==> config.mk <==
export PLATFORM = sky130hd
export DESIGN_NAME = pair_sched
export DESIGN_NICKNAME = d
export VERILOG_FILES = /design/src/rtl/aoc_c8_pkg.sv /design/src/rtl/pair_iter.sv /design/src/rtl/pair_sched.sv
export SDC_FILE = /design/constraint.sdc
export NUM_CORES = 1
export LEC_CHECK = 0
export ABC_AREA = 0
export BUFFER_PORTS_ARGS = -buffer_cell sky130_fd_sc_hd__buf_2
export CAP_MARGIN = 20
export CORE_MARGIN = 1.5
export CORE_UTILIZATION = 30
export DETAILED_ROUTE_END_ITERATION = 10
export PLACE_DENSITY_LB_ADDON = 0.2
export SYNTH_ARGS = -nofsm -noshare
export SYNTH_HDL_FRONTEND = slang
export SYNTH_HIERARCHICAL = 1
export SYNTH_SLANG_ARGS = --single-unit
==> constraint.sdc <==
create_clock -name clk -period 3.7 [get_ports clk]
set_clock_uncertainty 0.1 [all_clocks]
set_input_delay 0.37 -clock clk [delete_from_list [all_inputs] [get_ports clk]]
set_output_delay 0.37 -clock clk [all_outputs]
set_load 0.01 [all_outputs]
==> src/rtl/aoc_c8_pkg.sv <==
// -----------------------------------------------------------------------------
// aoc_c8_pkg
// Shared types for the pair scheduler: default sizing, index / coordinate /
// pair-count types for the default configuration, the scheduler FSM state
// encoding and a width helper that never returns zero.
// -----------------------------------------------------------------------------
package aoc_c8_pkg;

    localparam int NUM_POINTS_DEF = 1000;
    localparam int DIM_W_DEF      = 17;

    // $clog2 returns 0 for 0/1; a zero-width vector is illegal, so floor at 1.
    function automatic int clog2_min1(input int value);
        return (value <= 2) ? 1 : $clog2(value);
    endfunction

    localparam int IDX_W_DEF = clog2_min1(NUM_POINTS_DEF);
    localparam int CNT_W_DEF = clog2_min1(NUM_POINTS_DEF * (NUM_POINTS_DEF - 1) / 2 + 1);

    typedef logic [IDX_W_DEF-1:0]   point_idx_t;
    typedef logic [3*DIM_W_DEF-1:0] coord_t;
    typedef logic [CNT_W_DEF-1:0]   pair_cnt_t;

    typedef enum logic [1:0] {
        ST_IDLE,
        ST_RUN,
        ST_DRAIN,
        ST_DONE
    } state_e;

endpackage

==> src/rtl/pair_iter.sv <==
// -----------------------------------------------------------------------------
// pair_iter
// Walks the unordered index pairs (i,j), i<j<n, in row order:
// (0,1),(0,2)..(0,n-1),(1,2)..(n-2,n-1).
//
// Ports
//   clk, rst_n  clock, asynchronous active-low reset
//   load_i      restart at (0,1) and capture the point count n_i
//   n_i         point count for the run (already clamped by the caller)
//   step_i      advance to the next pair
//   i_o, j_o    current pair
//   last_o      current pair is (n-2,n-1)
// -----------------------------------------------------------------------------
module pair_iter #(
    parameter int IDX_W = 10,
    parameter int NUM_W = 10
) (
    input  logic             clk,
    input  logic             rst_n,
    input  logic             load_i,
    input  logic [NUM_W-1:0] n_i,
    input  logic             step_i,
    output logic [IDX_W-1:0] i_o,
    output logic [IDX_W-1:0] j_o,
    output logic             last_o
);

    logic [IDX_W-1:0] i_q, i_d;
    logic [IDX_W-1:0] j_q, j_d;
    logic [NUM_W-1:0] n_q, n_d;
    logic             j_at_end;

    // The count is at least as wide as an index, so widening is lossless.
    assign j_at_end = (NUM_W'(j_q) == n_q - NUM_W'(1));
    assign last_o   = j_at_end && (NUM_W'(i_q) == n_q - NUM_W'(2));
    assign i_o      = i_q;
    assign j_o      = j_q;

    always_comb begin
        // NOTE: every next-state variable gets its hold value first so no path
        // leaves it unassigned, which would otherwise infer a latch.
        i_d = i_q;
        j_d = j_q;
        n_d = n_q;
        if (load_i) begin
            i_d = '0;
            j_d = IDX_W'(1);
            n_d = n_i;
        end else if (step_i) begin
            if (!j_at_end) begin
                j_d = j_q + IDX_W'(1);
            end else begin
                // Row finished: next row starts just right of the new diagonal.
                i_d = i_q + IDX_W'(1);
                j_d = i_q + IDX_W'(2);
            end
        end
    end

    // NOTE: state registers use non-blocking assignments so every flop samples
    // the pre-edge value of every other flop regardless of process order.
    always_ff @(posedge clk or negedge rst_n) begin
        if (!rst_n) begin
            i_q <= '0;
            j_q <= '0;
            n_q <= '0;
        end else begin
            i_q <= i_d;
            j_q <= j_d;
            n_q <= n_d;
        end
    end

endmodule

==> src/rtl/pair_sched.sv <==
// -----------------------------------------------------------------------------
// pair_sched
// Issues every unordered point pair of a run to a dual-read coordinate RAM and
// presents the pair tags plus the returned coordinates on a valid/ready
// interface towards the distance/sorter path.
//
// Ports
//   clk, rst_n                 clock, asynchronous active-low reset
//   start, num_pts             begin a run over num_pts points (clamped)
//   ram_addr_a/b, ram_rd_en    RAM read request; RAM output valid next cycle
//   ram_data_a/b               RAM {x,y,z} read data
//   pointa_out, pointb_out     pair tags aligned with coord_a/b
//   coord_a, coord_b           RAM data passed straight through
//   pair_vld, pair_rdy         output handshake
//   busy, done                 run in progress / one-cycle completion pulse
//   pair_cnt                   pairs accepted during the current run
//
// Build option
//   PAIR_SCHED_ABORT_EN        adds input abort: drops the run from RUN/DRAIN
//                              back to IDLE with no done pulse
// -----------------------------------------------------------------------------
module pair_sched
    import aoc_c8_pkg::*;
#(
    parameter  int NUM_POINTS = NUM_POINTS_DEF,
    parameter  int DIM_W      = DIM_W_DEF,
    localparam int IDX_W      = clog2_min1(NUM_POINTS),
    localparam int NUM_W      = clog2_min1(NUM_POINTS + 1),
    localparam int CNT_W      = clog2_min1(NUM_POINTS * (NUM_POINTS - 1) / 2 + 1)
) (
    input  logic               clk,
    input  logic               rst_n,
    input  logic               start,
    input  logic [NUM_W-1:0]   num_pts,
    output logic [IDX_W-1:0]   ram_addr_a,
    output logic [IDX_W-1:0]   ram_addr_b,
    output logic               ram_rd_en,
    input  logic [3*DIM_W-1:0] ram_data_a,
    input  logic [3*DIM_W-1:0] ram_data_b,
    output logic [IDX_W-1:0]   pointa_out,
    output logic [IDX_W-1:0]   pointb_out,
    output logic [3*DIM_W-1:0] coord_a,
    output logic [3*DIM_W-1:0] coord_b,
    output logic               pair_vld,
    input  logic               pair_rdy,
`ifdef PAIR_SCHED_ABORT_EN
    input  logic               abort,
`endif
    output logic               busy,
    output logic               done,
    output logic [CNT_W-1:0]   pair_cnt
);

    state_e           state_q, state_d;
    logic             pair_vld_q;
    logic [IDX_W-1:0] tag_a_q, tag_b_q;
    logic [CNT_W-1:0] pair_cnt_q;

    logic             issue;
    logic             load;
    logic             cnt_clr;
    logic             accept;
    logic             adv;
    logic             abort_w;
    logic             iter_last;
    logic [IDX_W-1:0] iter_i, iter_j;
    logic [NUM_W-1:0] n_eff;

    assign n_eff = (int'(num_pts) > NUM_POINTS) ? NUM_W'(NUM_POINTS) : num_pts;

    // A new pair may be issued when the output slot is empty or being drained.
    assign accept = pair_vld_q && pair_rdy;
    assign adv    = !pair_vld_q || pair_rdy;

`ifdef PAIR_SCHED_ABORT_EN
    assign abort_w = abort && ((state_q == ST_RUN) || (state_q == ST_DRAIN));
`else
    assign abort_w = 1'b0;
`endif

    pair_iter #(
        .IDX_W (IDX_W),
        .NUM_W (NUM_W)
    ) u_iter (
        .clk    (clk),
        .rst_n  (rst_n),
        .load_i (load),
        .n_i    (n_eff),
        // Freeze on the last pair so the address never walks past the run.
        .step_i (issue && !iter_last),
        .i_o    (iter_i),
        .j_o    (iter_j),
        .last_o (iter_last)
    );

    always_comb begin
        state_d = state_q;
        issue   = 1'b0;
        load    = 1'b0;
        cnt_clr = 1'b0;
        unique case (state_q)
            ST_IDLE: begin
                if (start) begin
                    load    = 1'b1;
                    cnt_clr = 1'b1;
                    state_d = (int'(n_eff) >= 2) ? ST_RUN : ST_DONE;
                end
            end
            ST_RUN: begin
                issue = adv;
                if (adv && iter_last) begin
                    state_d = ST_DRAIN;
                end
            end
            ST_DRAIN: begin
                if (accept) begin
                    state_d = ST_DONE;
                end
            end
            ST_DONE: begin
                state_d = ST_IDLE;
            end
            default: begin
                state_d = ST_IDLE;
            end
        endcase
        if (abort_w) begin
            state_d = ST_IDLE;
            issue   = 1'b0;
        end
    end

    always_ff @(posedge clk or negedge rst_n) begin
        if (!rst_n) begin
            state_q    <= ST_IDLE;
            pair_vld_q <= 1'b0;
            tag_a_q    <= '0;
            tag_b_q    <= '0;
            pair_cnt_q <= '0;
        end else begin
            state_q <= state_d;

            if (abort_w) begin
                pair_vld_q <= 1'b0;
            end else if (issue) begin
                pair_vld_q <= 1'b1;
            end else if (accept) begin
                pair_vld_q <= 1'b0;
            end

            // Tags follow the RAM read by one cycle, matching RAM latency.
            if (issue) begin
                tag_a_q <= iter_i;
                tag_b_q <= iter_j;
            end

            if (cnt_clr) begin
                pair_cnt_q <= '0;
            end else if (accept && !abort_w) begin
                pair_cnt_q <= pair_cnt_q + CNT_W'(1);
            end
        end
    end

    assign ram_addr_a = iter_i;
    assign ram_addr_b = iter_j;
    assign ram_rd_en  = issue;
    assign pointa_out = tag_a_q;
    assign pointb_out = tag_b_q;
    // The RAM holds its outputs while ram_rd_en is low, so stalls stay stable.
    assign coord_a    = ram_data_a;
    assign coord_b    = ram_data_b;
    assign pair_vld   = pair_vld_q;
    assign pair_cnt   = pair_cnt_q;
    assign busy       = (state_q == ST_RUN) || (state_q == ST_DRAIN);
    assign done       = (state_q == ST_DONE);

endmodule

==> results of run 1 <==
## worst max-delay path, cell delays in order, from the launching register on
cell	delay, ps
dfrtp_1	480
nor3_1	440
a21boi_0	260
o211a_1	320
o2bb2ai_2	140
nor2_1	60
o2111a_1	140
nor2_1	170
inv_1	100
a2111o_1	480
nor4_1	310
mux2_2	370
## area by class of cell
type	instances	area, sq um
fill	1860	11900
inverter	14	52.6
clock inverter	3	40.0
multi-input combinational	353	2500
sequential	72	1800
tap	225	282
timing repair buffer	93	510
clock buffer	13	260
## metal layers
layer	up-vias	wire, um	global-route usage
li1	1855	-	-
met1	2004	5880	0.180
met2	133	6270	0.232
met3	29	807	0.0444
met4	0	308	0.0609
met5	-	0	0
## flip-flops by register name, summed over array words and instances, names as in the netlist
name and flops:
pointa_out 10, u_iter/n_q 10, state_q 2, pointb_out 10, u_iter/j_o 10, pair_cnt 19
pair_vld 1, u_iter/i_o 10
## stage by stage
stage / TNS (ps) / hold slack [ps] / utilization
2_1_floorplan: 0 / -25.6 / -
3_3_place_gp: 0 / 384 / 0.297
3_5_place_dp: 0 / 388 / 0.297
4_1_cts: 0 / 113 / 0.314
5_1_grt: -11.0 / 152 / 0.315
6_report: 0 / 51.9 / 0.315
## worst min-delay path by stage
stage / endpoint / slack, ps / cells past startpoint
after floorplan: pair_cnt[0] / -30 / 0
after global placement: pointa_out[0] / 380 / 1
after detailed placement: pointb_out[6] / 390 / 1
after CTS: pair_cnt[18] / 110 / 1
after global routing: pair_cnt[18] / 150 / 1
final: pair_cnt[16] / 50 / 1
## where the power goes
part           leakage [uW]  internal, uW  switching, uW
Sequential         0.000930           971            280
Combinational       0.00132           781            983
Clock              0.000150           557            341
Total               0.00240          2310           1600
## cell usage after synthesis, types with 14 or more instances
library cell    n
buf_4         107
dfrtp_1        72
nor2_1         37
mux2_2         31
nand2_1        27
nand3_1        27
xnor2_1        22
a21oi_1        19
nor3_1         18
xor2_1         17
clkbuf_1       15
o21ai_0        15
inv_1          14
## repair_timing
action                                  4_1_cts  5_1_grt
endpoints found under the setup margin        0        6
setup buffers                                 0        1
resized for setup                             0        4
## kinds of logic after synthesis
group           count (synthesis)  share of synthesized area
xor+xnor                       39                     0.0643
compound gates                 80                      0.109
flops                          72                      0.339
fa+ha+maj                      11                     0.0259
buf+inv                       149                      0.192
mux                            34                     0.0716
simple gates                  189                      0.198
==> out/results.ini, run 1 <==
[outcome]
status=finished clean

[yosys]
synthesis.area_sq_um=5310
syn_avg_cell_area_sq_um=9.25
ys_warn_count=6
syn_inst=574
synth_ff_type=dfrtp_1
synth_edf_count=0
netlist.top_cell.by_area=dfrtp_1
ys_seq_elements=72
ys_types=71
synthArstFlopShare=1.00
synth_top_cell_area_share=0.339
synth_fp_nets=701
ys_seq_area_frac=0.339
yosys-top-cells-area=dfrtp_1, buf_4, mux2_2

[floorplan]
die-width_um=136
die_area_sq_um=18500
rows=48
ios=281
die-height_um=136
initial_utilization=0.307
coreArea_sq_um=17300

[run]
cap_violations=0

[cells_and_area]
design_area_sq_um=5450
nets=670
antennaDiodeCount=0
fin_cells=773
syn2layout_area_growth_pct=2.57
drive_above_1_share=0.294
layout_common_cells=buf_2, dfrtp_1, nor2_1, mux2_2
final_common_cell=buf_2

[power_and_ir_drop]
ir_worst_vdd_mv=0.254
p_per_area_nw_per_um2=718
p_leak_uw=0.00240
total_power_uw=3910

[critical_path]
r2r_start=u_iter/n_q[3]
crit_required_ps=3830
reg2reg_to=u_iter/i_o[7]
rrSetupSlack_ps=190
cp-end-kind=flop
crit_type=reg2reg
worstPathArrival_ps=3640
critical_path_peak_fanout=9
endpoint=u_iter/i_o[7]
critPathLaunchType=flop
startpoint=u_iter/n_q[3]
ff2ff_path_depth=11

[drt]
drcViolationCount=0
firstDrtPassIters=5
vias=4021
route.final.wire_length_um=13300
drtAntennaViolNets=0
vias_per_cell=5.20
wire_per_inst_um=17.2
drt_iter0_drc=174

[sta]
postLayoutSetupSlackWorst_ps=194
slew_headroom=0.357
fmax_mhz=285
finalHoldViolations=0
drv_slew=0
period_share=0.947
period_minus_slack_ps=3510
tightestPinTransition_ps=964
setup-violations-final=0

[grt]
grt_max_degree=73
antenna_found_initial=0
grt_pass1_vias=3894
grt.total_usage=0.145
gr-total-overflow=0
grt_pass1_wl_um=20800

[placement]
gp_congestion=0.869
dp_cells=756
port-buffer-count=76
dp_slack_ps=122
dp_hpwl_um=9520
place_area_sq_um=5130

[clock_tree]
cts.path.max_buffers=2
cts_num_sinks=72
clk_pin_slew_worst_paths_ps=60
worstSkewPairLatency_ps=350
numCtsBuffers=9
root_buffer=clkbuf_16
htree_num_levels=3
cts_tree=yes
hold_buffers=0

[min_path]
hp-class=in2async

Note: power is estimated with default switching activity, not from simulation.
==> inputs of run 2 (changes only) <==
Settings changed: CORE_UTILIZATION 30 to 42.
==> out/results.ini, run 2 (same netlist as run 1, synthesis figures left out) <==
[floorplan]
coreArea_sq_um=12200
ios=281
die_area_sq_um=13300
initial_utilization=0.437
die-height_um=115
rows=40
die-width_um=115

[power_and_ir_drop]
power_switching_uw=1570
p_int_uw=2340
p_clk_frac=0.232
p_leak_uw=0.00240
p_comb_frac=0.448
p_per_area_nw_per_um2=726
seqPwrFrac=0.319
total_power_uw=3910
swShare=0.401
ir_worst_vdd_mv=0.332

[sta]
tightestPinTransition_ps=871
final.setup.tns_ps=0
slew_headroom=0.419
drv_slew=0
period_share=0.940
setup-violations-final=0
period_minus_slack_ps=3480
finalHoldViolations=0
postLayoutSetupSlackWorst_ps=221
fmax_mhz=287
grt_setup_unrepaired=no

[min_path]
hp-class=in2async

[drt]
firstDrtPassIters=4
vias=4052
route.final.wire_length_um=12600
vias_per_cell=5.67
drcViolationCount=0
drtAntennaViolNets=0
wire_per_inst_um=17.6
drt_iter0_drc=231

[clock_tree]
hold_buffers=0
cts.path.max_buffers=2
numCtsBuffers=9
cts_tree=yes
cts_num_sinks=72
clk_pin_slew_worst_paths_ps=60
htree_num_levels=3
root_buffer=clkbuf_16
worstSkewPairLatency_ps=340

[critical_path]
critical_path_peak_fanout=6
worstPathArrival_ps=3600
cp-end-kind=flop
crit_type=reg2reg
crit_required_ps=3820
critPathLaunchType=flop
rrSetupSlack_ps=220

[run]
cap_violations=0

[grt]
grt_pass1_vias=3922
gr-total-overflow=0
antenna_found_initial=0
grt_max_degree=38
grt.total_usage=0.194
grt_pass1_wl_um=20100

[cells_and_area]
largest_register_ff_count=19
final_common_cell=buf_2
n_fill_cell=1211
layout_common_cells=buf_2, dfrtp_1, nor2_1, mux2_2
drive_above_1_share=0.293
antennaDiodeCount=0
syn2layout_area_growth_pct=1.53
nets=670

[placement]
gp_congestion=0.853
dp_slack_ps=121
dp_hpwl_um=9170
port-buffer-count=76

[outcome]
status=finished clean

[run 2: cell types whose count changed in the layout (fill, tap and decap cells not counted)]
cell       change
clkbuf_8       -2
buf_2          +1
nor2b_1        +1
nor4_2         +1
nor2b_2        -1
buf_4          -2
buf_12         +1
nor4_1         -1
bufinv_16      +1
[run 2: area by class of cell]
cell class / instances / area [sq um] / area share
clock inverter: 4 / 70.1 / 0.0130
sequential: 72 / 1800 / 0.334
tap: 168 / 210 / 0.0390
inverter: 14 / 52.6 / 0.00975
multi-input combinational: 353 / 2500 / 0.464
timing repair buffer: 93 / 520 / 0.0965
clock buffer: 11 / 233 / 0.0432
[run 2: final timing paths]
path,startpoint,end,cells after the start
min in group clk,num_pts[8],u_iter/n_q[8],2
hold reg to reg,pointb_out[2],pointb_out[2],1
setup / recovery,u_iter/n_q[1],u_iter/i_o[5],15
hold / removal,rst_n,pair_cnt[16],1
max in group asynchronous,rst_n,u_iter/i_o[1],2
setup reg to reg,u_iter/n_q[1],u_iter/i_o[5],15
[run 2: per-stage QoR]
stage,hold WS (ps),cell area (sq um),cells,util
floorplan,-25.6,5310,574,-
global placement,383,5070,699,0.417
detailed placement,389,5070,699,0.417
CTS,69.4,5370,714,0.442
global route,103,5390,715,0.443
finish,43.4,5390,715,0.443
[run 2: power groups by stage]
stage	combinational, uW	clock [uW]	sequential (uW)
2_1_floorplan	1420	0	1200
3_3_place_gp	1700	0	1250
3_5_place_dp	1720	0	1260
4_1_cts	1730	935	1250
5_1_grt	1940	973	1280
6_report	1750	909	1250
[run 2: critical path: stages, from the launching register on]
cell and delay, ps:
dfrtp_1 400, inv_1 110, ha_1 200, or2b_2 320, or3_4 400, a2111oi_4 390
o2bb2ai_2 120, nor2_1 120, o2111a_1 230, nor2_1 70, inv_1 100, buf_4 140
a2111oi_2 50, buf_4 160, nand4_1 110, mux2_2 340
[run 2: layer usage]
layer | vias up | share of wire | wire, um | global-route usage
met1 | 1989 | 0.42 | 5340 | 0.234
li1 | 1850 | - | - | -
met3 | 58 | 0.060 | 758 | 0.0575
met2 | 155 | 0.47 | 5910 | 0.309
met4 | 0 | 0.045 | 565 | 0.114
met5 | - | 0 | 0 | 0
[run 2: what timing repair did]
item,in CTS,in global routing
setup buffers,0,1
gates resized for setup,0,4
endpoints found under the setup margin,0,7
